[src/rtl/aes_round_ctrl.sv]
// Round sequencer for the iterative AES core: start handshake, kld strobe, round stepping, done handshake.
// Build macro AES_CTRL_DEC_EN adds a dec input that makes round_idx count NR down to 1.
module aes_round_ctrl #(
    parameter int NR = 10,
    parameter int CW = 4
) (
    input  logic          clk,
    input  logic          rst,
    input  logic          ld_valid,
    output logic          ld_ready,
`ifdef AES_CTRL_DEC_EN
    input  logic          dec,
`endif
    output logic          kld,
    output logic          round_en,
    output logic [CW-1:0] round_idx,
    output logic          first_rnd,
    output logic          last_rnd,
    output logic          done_valid,
    input  logic          done_ready,
    output logic          busy
);

    typedef enum logic [1:0] {IDLE, LOAD, ROUND, DONE} state_t;

    localparam logic [CW-1:0] NR_C  = CW'(NR);
    localparam logic [CW-1:0] NR_P1 = CW'(NR + 1);

    state_t        state;
    state_t        state_nxt;
    logic [CW-1:0] cnt;

    generate
        if (!(NR == 10 || NR == 12 || NR == 14)) begin : g_bad_nr
            $error("aes_round_ctrl: NR must be 10, 12 or 14");
        end
        if ((2 ** CW) <= NR) begin : g_bad_cw
            $error("aes_round_ctrl: CW too narrow for NR");
        end
    endgenerate

    always_ff @(posedge clk) begin
        if (rst) begin
            state <= IDLE;
        end else begin
            state <= state_nxt;
        end
    end

    // cnt holds the round number; it must advance every ROUND cycle because rcon free-runs after kld
    always_ff @(posedge clk) begin
        if (rst) begin
            cnt <= '0;
        end else begin
            case (state)
                LOAD:    cnt <= CW'(1);
                ROUND:   cnt <= (cnt == NR_C) ? '0 : cnt + CW'(1);
                default: cnt <= cnt;
            endcase
        end
    end

`ifdef AES_CTRL_DEC_EN
    logic dec_q;

    always_ff @(posedge clk) begin
        if (rst) begin
            dec_q <= 1'b0;
        end else if (state == IDLE && ld_valid) begin
            dec_q <= dec;
        end
    end
`endif

    always_comb begin
        state_nxt = state;
        case (state)
            IDLE:    if (ld_valid) state_nxt = LOAD;
            LOAD:    state_nxt = ROUND;
            ROUND:   if (cnt == NR_C) state_nxt = DONE;
            DONE:    if (done_ready) state_nxt = IDLE;
            default: state_nxt = IDLE;
        endcase
    end

    // first/last track the position in the sequence, so they stay correct when round_idx counts down
    always_comb begin
        ld_ready   = (state == IDLE);
        busy       = (state != IDLE);
        kld        = 1'b0;
        round_en   = 1'b0;
        round_idx  = '0;
        first_rnd  = 1'b0;
        last_rnd   = 1'b0;
        done_valid = 1'b0;
        case (state)
            LOAD: kld = 1'b1;
            ROUND: begin
                round_en  = 1'b1;
`ifdef AES_CTRL_DEC_EN
                round_idx = dec_q ? (NR_P1 - cnt) : cnt;
`else
                round_idx = cnt;
`endif
                first_rnd = (cnt == CW'(1));
                last_rnd  = (cnt == NR_C);
            end
            DONE:    done_valid = 1'b1;
            default: ;
        endcase
    end

endmodule

[config.mk]
export PLATFORM = sky130hd
export DESIGN_NAME = aes_round_ctrl
export DESIGN_NICKNAME = d
export VERILOG_FILES = /design/src/rtl/aes_round_ctrl.sv
export SDC_FILE = /design/constraint.sdc
export NUM_CORES = 1
export LEC_CHECK = 0
export ABC_CLOCK_PERIOD_IN_PS = 2400
export BUFFER_PORTS_ARGS = -buffer_cell sky130_fd_sc_hd__buf_2
export CAP_MARGIN = 10
export CORE_AREA = 10 10 47 49
export DETAILED_ROUTE_END_ITERATION = 12
export DIE_AREA = 0 0 57 59
export PLACE_DENSITY_LB_ADDON = 0.2
export SLEW_MARGIN = 10
export SYNTH_ARGS = -nofsm -noshare
export SYNTH_HDL_FRONTEND = slang
export SYNTH_SLANG_ARGS = --single-unit
[constraint.sdc]
create_clock -name clk -period 2.4 [get_ports clk]
set_input_delay 0.36 -clock clk [delete_from_list [all_inputs] [get_ports clk]]
set_output_delay 0.36 -clock clk [all_outputs]
set_load 0.01 [all_outputs]
Word-level counts from Yosys, hierarchy flattened
Index checks and enable logic that the tools add are counted. Widths: inputs -> output; s select.

Add/sub/neg operators: 1. $mul: 0. Div/mod/pow operators: 0. Magnitude comparators: 0. Eq/ne operators: 8. Shift-type cells: 0. Multiplexer cells: 12. Bitwise logic cells: 0. Reductions and logical operators: 4.

Operators with widths (count): $mux 4 (2); $pmux 2 s4 (1); $pmux 4 s2 (1); $mux 2 (3); $ne 2x2->1 const B (3); $mux 1 (5); $add 4x1->4 const B (1); $eq 2x2->1 const B (2); $eq 4x1->1 const B (1); $eq 4x4->1 const B (1); $reduce_bool 2->1 (2); $reduce_and 3->1 (1); $eq 2x1->1 const B (1); $logic_not 2->1 (1).

Register bits: 6. Bits in latches: 0. Bits in writable memories: 0. ROM bits: 0. Input port bits: 4. Logic and storage cells: 27. Memories: 0.

Logic depth before layout (Yosys ltp)
Depth in word-level cells: 3. Mapped depth: 7. Gate-level depth less buffers: 6.

Worst setup path before layout
OpenSTA, ideal clock, no wires.

Path kind: register -> output. Start: register state[0]. End: output first_rnd. Data arrival time: 1242 ps. Setup slack: 798 ps. Cell stages (with the launch flop): 6. Cells stage by stage: dfxtp_1 > inv_1 > ha_1 > buf_2 > nand2_1 > nor4_1.

Longest elaborated chain between the ends: 2.

Ends and longest elaborated chain: from (decl) (line 29) `state_t state;`; from (signal assigned) (line 46) `state <= state_nxt;`; $eq 2x2->1 (line 96) `case (state)`; $mux 1 (line 96); to (decl) (line 17) `output logic first_rnd,`.

No other way between the ends.

Worst setup path after layout
Ends and elaborated chain as after synthesis.

==> out/results.ini <==
[status]
status=complete, no violations

[logic_synthesis]
synth.net_count=62
yosys_most_used_dff=dfxtp_1
synth-edff-count=0
syn_inst=53
syn_area_um2=448
ys_warn_count=0
synth_commonest_cells=dfxtp_1 (6), inv_1 (6), ha_1 (5)
syn_avg_cell_area_um2=8.45
ys_seq_area_share_pct=26.8
synthDistinctLibCells=26
yosysTopAreaCellShare_pct=26.8
synth_area_leaders=dfxtp_1 (27%), ha_1 (14%), inv_1 (5.0%)
yosysTopAreaCell=dfxtp_1
synth.ff_latch_count=6
async_reset_ff_share_pct=0

[cts]
cts-root-buf=clkbuf_4
clkLatencyLatePin_ns=0.24
post_cts_buffers=0
clk_pin_slew_worst_paths_ns=0.04
tritoncts=built
cts.sinks=6
ctsHoldBuffers=0
htreeDepth=1
tritoncts.num_buffers=3
cts_resized=0
clockBufferDepth=2

[sta]
fin_crit_ns=1.94
setup_viol=0
fin_setup_tns_ns=0
period_share_pct=80.7
max_freq_mhz=516
whs_ns=0.375
tightestPinTransition_ns=0.353
relSlewSlack_pct=76.4
skew_ns=0.00388
worst_slack_ns=0.462
rsz0062_at_grt=no
hold_viol_final=0
drv_slew=0

[routing]
drt_iter0_drc=12
drt-vias-per-instance=5.05
vias=419
ant_nets=0
dr.pass1.iters=4
drc=0
wirelength_um=1100
routedWlPerCell_um=13.3

[critical_path]
worstPathRequired_ns=2.04
crit_type=register to output pin
worstSetupStartpointType=register
cp.arrival_ns=1.58
crit_fanout=11
crit_path_end_kind=output pin

[placement]
io_buffers=14
place_congestion=0.748
dp_cells=80
dpl_worst_slack_ns=0.724
dpl.hpwl_um=838

[final_layout]
drive_gt1_share_pct=25.4
nNetsFinal=78
area_growth_syn_to_layout_pct=20.4
instances_no_fill=83
diodes=0

[power]
power_density_mw_per_mm2=904
ir_worst_vdd_mv=0.284
p_seq_share_pct=31.2
switching_power_uw=202
leakage_uw=0.000262
clkPwrFrac_pct=18.5
p_sw_share_pct=41.4
internal-power_uw=286
power_frac_comb_pct=50.3

[floorplan]
ios=15
dieArea_mm2=0.00336
rows=14
initial_utilization_pct=32.0
core_mm2=0.00140
die_x_um=57
fp.dieH_um=59

[grt]
grt_max_degree=12
grt_pass1_wl_um=1800
grt_pass1_vias=427
grt.overflow.total=0
antenna_found_initial=0
grt_usage_pct=6.72

[flow_run]
cap_violations=0

[min_path]
hold_class=primary input to register

[final timing paths]
check	end	start	slack, ns	depth (start not counted)
max reg2reg	cnt[2]$_SDFFE_PP0P_	state[0]$_SDFFE_PP0P_	0.73	5
min	cnt[2]$_SDFFE_PP0P_	rst	0.37	2
min reg2reg	state[1]$_SDFFE_PP0P_	state[1]$_SDFFE_PP0P_	0.51	2
max	first_rnd	state[0]$_SDFFE_PP0P_	0.46	5
[metal layers]
metal	routed length (um)	track usage, %	up-vias
li1	-	-	215
met3	115	2.36	2
met2	452	9.15	17
met1	507	7.66	185
met4	27	7.05	0
met5	0	0	-
[power by group through the flow]
stage | Clock, uW | Combinational [uW] | Sequential (uW)
detailed placement | 0 | 247 | 154
CTS | 94.7 | 248 | 153
finish | 89.9 | 245 | 152
global placement | 0 | 245 | 153
global route | 98.1 | 279 | 159
floorplan | 0 | 207 | 135
[metrics by stage]
| stage | utilization [%] | cell area, um^2 | power [uW] |
|---|---|---|---|
| after detailed placement | 36.9 | 517 | 402 |
| after global routing | 38.5 | 539 | 536 |
| after floorplan | - | 448 | 343 |
| final | 38.5 | 539 | 487 |
| after global placement | 36.9 | 517 | 398 |
| after CTS | 38.5 | 539 | 495 |
[cells in the final DEF (no fill, tap or decap), types with 2 or more instances in the layout]
master    count
buf_2        14
inv_1         6
dfxtp_1       6
ha_1          5
and2_1        3
o21ai_0       3
nor2b_1       3
nand2b_1      3
clkbuf_4      3
nand3b_1      2
nand2_1       2
nor4_1        2
a21oi_1       2
a311oi_1      2
[area by class of cell]
class / count / area, um^2
Fill cell: 161 / 862
Multi-Input combinational cell: 38 / 284
Sequential cell: 6 / 120
Timing Repair Buffer: 14 / 70.1
Clock buffer: 3 / 22.5
Inverter: 6 / 22.5
Tap cell: 16 / 20.0
[state kept, by name, indices dropped and copies added (netlist names)]
register / cells
cnt: 4
state: 2
[cell families (layout without fill, tap and decap cells)]
group | Yosys count | in the layout | share of synthesized area [%]
multiplexers | 1 | 1 | 2.23
adder cells (fa/ha/maj) | 5 | 5 | 14.0
AND/OR/NAND/NOR | 21 | 21 | 31.0
buffers and inverters | 9 | 23 | 9.77
flip-flops | 6 | 6 | 26.8
AO/OA/AOI/OAI | 11 | 11 | 16.2
[critical path: stages, from the launching register on]
cell	delay, ns
dfxtp_1	0.33
inv_1	0.13
ha_1	0.39
nand2_1	0.14
nor4_1	0.17
buf_2	0.18
Note: power is estimated with default switching activity, not from simulation.
